==> src/rtl/insert_sort_pkg.sv <==
// Purpose: shared types and width helpers for the insert sort / unsort pair.
// Latency: not applicable (declarations only).
// Backpressure: not applicable.
package insert_sort_pkg;

    // Two legal controller states; any other encoding is treated as corruption.
    typedef enum logic [1:0] {
        IDLE    = 2'd0,
        SCATTER = 2'd1
    } state_t;

    // Position and index width: one extra bit so that n itself is representable.
    function automatic int pos_width(input int n);
        return $clog2(n) + 1;
    endfunction

endpackage

==> src/rtl/unsort_seen_tracker.sv <==
// Purpose: bitmap of written slots; flags out-of-range or repeated positions.
// Latency: perm_error_o rises the cycle after the offending write.
// Backpressure: none; one position may be checked every cycle.
module unsort_seen_tracker
    import insert_sort_pkg::*;
#(
    parameter int INPUTVALS = 16,
    parameter int PW        = 5
) (
    input  logic          clk,
    input  logic          reset,
    input  logic          clear_i,
    input  logic          wr_en_i,
    input  logic [PW-1:0] pos_i,
    output logic          perm_error_o
);

    localparam int            IW    = (INPUTVALS > 1) ? $clog2(INPUTVALS) : 1;
    localparam logic [PW-1:0] NVALS = PW'(INPUTVALS);

    logic [INPUTVALS-1:0] seen_q;
    logic                 err_q;

    // Mark each written slot; a range miss or second hit makes the flag sticky.
    always_ff @(posedge clk or posedge reset) begin
        if (reset) begin
            seen_q <= '0;
            err_q  <= 1'b0;
        end else if (clear_i) begin
            seen_q <= '0;
            err_q  <= 1'b0;
        end else if (wr_en_i) begin
            if (pos_i >= NVALS) begin
                err_q <= 1'b1;
            end else begin
                if (seen_q[pos_i[IW-1:0]]) begin
                    err_q <= 1'b1;
                end
                seen_q[pos_i[IW-1:0]] <= 1'b1;
            end
        end
    end

    assign perm_error_o = err_q;

endmodule

==> src/rtl/insert_unsort.sv <==
// Purpose: scatter sorted values back to their original slots using captured positions.
// Latency: INPUTVALS cycles from accepted start to unsortdone; next start accepted in the done cycle.
// Backpressure: none; unsortstart is ignored while busy. Optional checker: INSERT_UNSORT_CHECK_EN.
module insert_unsort
    import insert_sort_pkg::*;
#(
    parameter int INPUTVALS      = 16,
    parameter int INPUTBITWIDTHS = 32
) (
    input  logic                                          clk,
    input  logic                                          reset,
    input  logic                                          unsortstart,
    input  logic [INPUTVALS-1:0][INPUTBITWIDTHS-1:0]      sorted_in,
    input  logic [INPUTVALS-1:0][$clog2(INPUTVALS):0]     positions_in,
    output logic                                          busy,
    output logic                                          unsortdone,
    output logic [INPUTVALS-1:0][INPUTBITWIDTHS-1:0]      restored,
    output logic                                          perm_error,
    output logic                                          error
);

    localparam int            PW       = pos_width(INPUTVALS);
    localparam int            IW       = (INPUTVALS > 1) ? $clog2(INPUTVALS) : 1;
    localparam logic [PW-1:0] NVALS    = PW'(INPUTVALS);
    localparam logic [PW-1:0] LAST_IDX = PW'(INPUTVALS - 1);

    state_t                                     state_q, state_d;
    logic [INPUTVALS-1:0][INPUTBITWIDTHS-1:0]   values_q;
    logic [INPUTVALS-1:0][INPUTBITWIDTHS-1:0]   restored_q;
    logic [INPUTVALS-1:0][PW-1:0]               positions_q;
    logic [PW-1:0]                              index_q;
    logic                                       done_q;
    logic                                       error_q;

    logic                                       start_acc;
    logic                                       wr_en;
    logic [PW-1:0]                              cur_pos;
    logic [INPUTBITWIDTHS-1:0]                  cur_val;
    logic                                       pos_in_range;

    assign start_acc    = (state_q == IDLE) && unsortstart;
    assign wr_en        = (state_q == SCATTER);
    assign cur_pos      = positions_q[index_q[IW-1:0]];
    assign cur_val      = values_q[index_q[IW-1:0]];
    assign pos_in_range = (cur_pos < NVALS);

    // State register.
    always_ff @(posedge clk or posedge reset) begin
        if (reset) begin
            state_q <= IDLE;
        end else begin
            state_q <= state_d;
        end
    end

    // Next state: start launches a scatter that ends after the last entry.
    always_comb begin
        state_d = state_q;
        case (state_q)
            IDLE:    if (unsortstart) state_d = SCATTER;
            SCATTER: if (index_q == LAST_IDX) state_d = IDLE;
            default: state_d = IDLE;
        endcase
    end

    // Outputs are direct views of registered state.
    always_comb begin
        busy       = (state_q != IDLE);
        unsortdone = done_q;
        error      = error_q;
        restored   = restored_q;
    end

    // Datapath: capture on start, one scatter write per cycle, recover on bad state.
    always_ff @(posedge clk or posedge reset) begin
        if (reset) begin
            values_q    <= '0;
            positions_q <= '0;
            restored_q  <= '0;
            index_q     <= '0;
            done_q      <= 1'b0;
            error_q     <= 1'b0;
        end else begin
            done_q  <= 1'b0;
            error_q <= 1'b0;
            case (state_q)
                IDLE: begin
                    if (unsortstart) begin
                        values_q    <= sorted_in;
                        positions_q <= positions_in;
                        restored_q  <= '0;
                        index_q     <= '0;
                    end
                end
                SCATTER: begin
                    // Out-of-range positions are dropped rather than aliased.
                    if (pos_in_range) begin
                        restored_q[cur_pos[IW-1:0]] <= cur_val;
                    end
                    index_q <= index_q + 1'b1;
                    if (index_q == LAST_IDX) begin
                        done_q <= 1'b1;
                    end
                end
                default: begin
                    restored_q <= '0;
                    error_q    <= 1'b1;
                end
            endcase
        end
    end

`ifdef INSERT_UNSORT_CHECK_EN
    unsort_seen_tracker #(
        .INPUTVALS (INPUTVALS),
        .PW        (PW)
    ) u_seen (
        .clk          (clk),
        .reset        (reset),
        .clear_i      (start_acc),
        .wr_en_i      (wr_en),
        .pos_i        (cur_pos),
        .perm_error_o (perm_error)
    );
`else
    // Without the checker duplicates resolve last-writer-wins and no flag is kept.
    assign perm_error = 1'b0;
`endif

endmodule

==> config.mk <==
export PLATFORM = sky130hd
export DESIGN_NAME = insert_unsort
export DESIGN_NICKNAME = d
export VERILOG_FILES = /design/src/rtl/insert_sort_pkg.sv /design/src/rtl/unsort_seen_tracker.sv /design/src/rtl/insert_unsort.sv
export SDC_FILE = /design/constraint.sdc
export NUM_CORES = 2
export LEC_CHECK = 0
export CAP_MARGIN = 15
export CORE_AREA = 2 2 433 435
export DETAILED_ROUTE_END_ITERATION = 7
export DIE_AREA = 0 0 435 437
export PLACE_DENSITY_LB_ADDON = 0.1
export REMOVE_ABC_BUFFERS = 1
export SLEW_MARGIN = 20
export SYNTH_ARGS = -nofsm -noshare
export SYNTH_HDL_FRONTEND = slang
export SYNTH_SLANG_ARGS = --single-unit
==> constraint.sdc <==
create_clock -name clk -period 41.4 [get_ports clk]
set_clock_uncertainty 0.05 [all_clocks]
set_input_delay 6.21 -clock clk [delete_from_list [all_inputs] [get_ports clk]]
set_output_delay 6.21 -clock clk [all_outputs]
set_load 0.01 [all_outputs]
After elaboration in Yosys (flattened, before gate mapping)

Index checks and enable logic that the tools add are counted.

Add/sub/neg operators: 1
Multiply operators: 0
Divide/modulo/power cells: 0
Order comparisons: 4
Equal/unequal tests: 5
Shifts and indexed selects: 0
Multiplexer cells: 18
Bitwise gates (word level): 0
Reduce and logical (&&, ||, !) cells: 9

Operator list:

| cell                  | count |
|---|---|
| $mux W512             | 2 |
| $pmux W512 S2         | 1 |
| $bwmux W512           | 1 |
| $bmux W32 S4          | 1 |
| $demux W32 S4         | 1 |
| $mux W32              | 2 |
| $bmux W5 S4           | 1 |
| $lt A4 B5 Y1 const B  | 2 |
| $mux W5               | 2 |
| $pmux W5 S2           | 1 |
| $reduce_and A2 Y1     | 4 |
| $add A5 B1 Y5 const B | 1 |
| $eq A5 B4 Y1 const B  | 1 |
| $lt A5 B5 Y1 const B  | 1 |
| $ge A4 B1 Y1 const B  | 1 |
| $mux W2               | 2 |
| $ne A2 B1 Y1 const B  | 2 |
| $pmux W2 S2           | 1 |
| $reduce_bool A2 Y1    | 2 |
| $mux W1               | 3 |
| $eq A2 B1 Y1 const B  | 1 |
| $logic_not A2 Y1      | 1 |
| $ne A2 B2 Y1 const B  | 1 |
| $reduce_or A2 Y1      | 1 |
| $logic_and A1 B1 Y1   | 1 |

Bits in registers: 1,113
Latch bits: 0
RAM bits: 0
Memory bits (read-only): 0
Output and inout port bits: 516
Word-level logic and storage cells: 89
Memories kept: 0

Logic depth before layout (Yosys ltp)

Word-level depth: 9
Gate-level depth with buffers: 11
Mapped depth without buffers: 6

Worst setup path after synthesis

No wires, ideal clock.

Kind: input port to flip-flop
From: input unsortstart
To: register values_q[416] (netlist name)
Library setup time: 0.125 ns
Arrival: 7.512 ns
Slack: 33.714 ns
Stages on the path: 5
Path buffers: 2
Cell sequence: inv_1 > nor2_1 > clkbuf_1 > clkbuf_1 > mux2_2

Word-level cells in the longest chain between the ends: 1

Ends and longest elaborated chain:

| what                               | line                | RTL |
|---|---|---|
| start: declaration                 | insert_unsort.sv:12 | `input logic unsortstart,` |
| $reduce_and A2 Y1 (no source line) | --                  |  |
| end signal: assignment             | insert_unsort.sv:89 | `values_q <= sorted_in;` |
| end: declaration                   | insert_unsort.sv:28 | `logic [INPUTVALS-1:0][INPUTBITWIDTHS-1:0] values_q;` |

No other way between the ends.
A chain may end at the register's enable or synchronous reset.

Worst setup path after layout

From: input unsortstart
To: register values_q[91] (netlist name)

The elaborated chain is that of the path after synthesis.

==> flow_metrics.env <==
export IMPL_power_density_mw_per_mm2=94.97
export IMPL_core_sq_mm=0.1850
export IMPL_layout_nets=4463
export IMPL_clk_latency_ns=0.79
export IMPL_place_ws_ns=29.49
export IMPL_grt_usage=0.2151
export IMPL_fin_tns_setup_ns=0
export IMPL_final_util=0.3435
export IMPL_cts_tree="yes"
export IMPL_max_slew_margin=0.2666
export IMPL_area_growth_syn_to_layout_pct=40.60
export IMPL_avgSynthCellArea_sq_um=16.12
export IMPL_p_leak_nw=26.79
export IMPL_gp_congestion=0.8133
export IMPL_slowest_delay_ns=0.80
export IMPL_start_util=0.2443
export IMPL_outcome="finished clean"
export IMPL_layout_setup_ws_ns=30.31
export IMPL_dp_hpwl_mm=145.1
export IMPL_synth_seq_area_share=0.6149
export IMPL_drive_gt1_frac=0.2856
export IMPL_antenna_found_initial=32
export IMPL_path_clk_slew_ns=0.05
export IMPL_critPathRequiredTime_ns=42.01
export IMPL_slowest_stage="buf_4"
export IMPL_min_path_type="reg -> reg"
export IMPL_die_height_um=437
export IMPL_post_route_period_util=0.2678
export IMPL_postPlaceCellArea_sq_mm=0.05920
export IMPL_dr_pass1_iters=5
export IMPL_synth_seq_cells=1111
export IMPL_dieArea_sq_mm=0.1901
export IMPL_clkSinkCount=1111
export IMPL_grt_max_degree=159
export IMPL_cts_setup_buffers=0
export IMPL_path_class="in -> reg"
export IMPL_detailroute_via_count=30740
export IMPL_grt_pass1_wl_mm=283.8
export IMPL_num_rows=158
export IMPL_start_kind="input port"
export IMPL_drc=0
export IMPL_clock_fmax_ghz=0.09020
export IMPL_gr_total_overflow=0
export IMPL_synthFlopType="dfrtp_1"
export IMPL_avgViaCountPerCell=4.763
export IMPL_wl_mm=208.7
export IMPL_synth_edff_count=0
export IMPL_crit_fanout=87
export IMPL_drv_slew=0
export IMPL_setup_violations=0
export IMPL_synth_cell_types=34
export IMPL_crit_chain="clkdlybuf4s50_1 > inv_1 > nor2_4 > buf_6 > buf_4 > buf_4 > buf_4 > buf_4 > mux2_2"
export IMPL_cp_top_family="buffers and inverters"
export IMPL_synthArstFlopShare=1.000
export IMPL_synthesis_area_sq_mm=0.04521
export IMPL_totalPowerFinal_mw=6.037
export IMPL_htreeDepth=4
export IMPL_reg2reg_setup_slack_ns=35.99
export IMPL_numCtsBuffers=139
export IMPL_maxCapViolCount=0
export IMPL_io_buffer_count=1108
export IMPL_first_global_vias=32070
export IMPL_cts_root_buf="clkbuf_16"
export IMPL_period_minus_slack_ns=11.09
export IMPL_layout_cells_non_filler=6453
export IMPL_cts_path_max_buffers=3
export IMPL_path_buf_inv=7
export IMPL_endpoint_kind="flop"
export IMPL_worstMarginPinSlew_ns=1.095
export IMPL_finalHoldViolCount=0
export IMPL_drt_initial_drc_count=2154
export IMPL_fin_area_sq_mm=0.06357
export IMPL_hold_buffers=0
export IMPL_pin_count=1111
export IMPL_grt_setup_unrepaired="no"
export IMPL_wire_per_inst_um=32.34
export IMPL_fin_hold_ws_ns=0.4344
export IMPL_ir_worst_vdd_mv=0.09572
export IMPL_die_w_um=435
export IMPL_synth_cells=2804
export IMPL_drtAntennaViolNets=0
export IMPL_critPathArrivalTime_ns=11.70
export IMPL_cpMostUsedCell="buf_4"
export IMPL_dp_cells=6203
export IMPL_synth_warning_count=0
export IMPL_post_cts_resize_count=0
-- cell families (layout without fill, tap and decap cells) --
group,after synthesis,count (layout),share of synthesized area
adder cells (fa/ha/maj),2,2,0.0005534
other,1,11,0.00008294
flip-flops,1111,1111,0.6149
buffers and inverters,284,1443,0.02682
XOR/XNOR,1,1,0.0001938
AND/OR/NAND/NOR,62,62,0.008275
multiplexers,789,789,0.2408
AO/OA/AOI/OAI,554,554,0.1083
-- Yosys cell counts, types with 3 or more instances --
cell / number / area, sq um
inv_1: 5 / 18.77
clkbuf_1: 158 / 593.1
a22oi_4: 4 / 85.08
o21ai_2: 14 / 122.6
nand3_2: 5 / 50.05
mux4_2: 179 / 4031
a22oi_1: 3 / 22.52
buf_4: 6 / 45.04
mux2_2: 600 / 6756
o21ai_0: 5 / 25.02
mux2i_1: 10 / 100.1
o21ai_1: 3 / 15.01
nand3_1: 10 / 50.05
dfrtp_1: 1111 / 27800
nor2b_1: 32 / 200.2
a22o_1: 512 / 4484
a22oi_2: 9 / 112.6
buf_6: 4 / 45.04
buf_2: 75 / 375.4
nand2_1: 6 / 22.52
buf_1: 36 / 135.1
nor2_1: 4 / 15.01
-- per-layer routing --
layer  global-route usage  share of wire  up-vias
met3              0.05021          0.052      304
met5                    0        0.00076        -
li1                     -              -    12830
met1               0.2559           0.39    16630
met2               0.3744           0.51      957
met4              0.08412          0.040       24
-- cell usage in the layout (no fill, tap or decap), drive strengths merged, types with 4 or more instances in the layout --
cell type / n
dfrtp: 1111
clkdlybuf4s50: 1108
mux2: 600
a22o: 512
clkbuf: 209
mux4: 179
buf: 91
nor2b: 32
o21ai: 22
clkinv: 21
a22oi: 16
nand3: 15
inv: 11
mux2i: 10
diode: 9
nand2: 6
nor2: 4
-- tightest hold or removal path, cell delays in order, from the launching register on --
cell     delay (ns)
dfrtp_1        0.34
nand2_1        0.05
o21ai_0        0.06
-- layout make-up --
type	count	area, sq um
diodes	9	22.52
clock buffers	209	4065
clock inverters	30	236.5
fillers	18120	121500
inverters	5	28.78
multi-input cells	1410	16440
flip-flops and latches	1111	27810
well taps	2480	3103
repair buffers	1199	11860
-- state kept, by name (all words and copies together) (netlist names) --
signal and flops:
index_q 5, positions_q 80, restored 512, values_q 512
state_q 1, unsortdone 1
-- report_power, final --
part	total [mW]	internal [mW]	switching [mW]	leakage [nW]
clock	1.18	0.682	0.496	2.12
combinational	2.96	1.30	1.66	10.5
sequential	1.90	1.59	0.308	14.2
total	6.04	3.57	2.47	26.8
-- path summary, 6_finish.rpt --
path | to | cells past startpoint | startpoint
hold reg to reg | index_q[4]$_DFFE_PP0P_ | 2 | index_q[4]$_DFFE_PP0P_
setup / recovery | values_q[91]$_DFFE_PP0P_ | 9 | unsortstart
min in group asynchronous | values_q[113]$_DFFE_PP0P_ | 2 | reset
setup reg to reg | values_q[91]$_DFFE_PP0P_ | 8 | state_q[0]$_DFFE_PP0P_
hold / removal | index_q[4]$_DFFE_PP0P_ | 2 | index_q[4]$_DFFE_PP0P_
max in group asynchronous | values_q[143]$_DFFE_PP0P_ | 6 | reset
(Power assumes the default switching activity.)
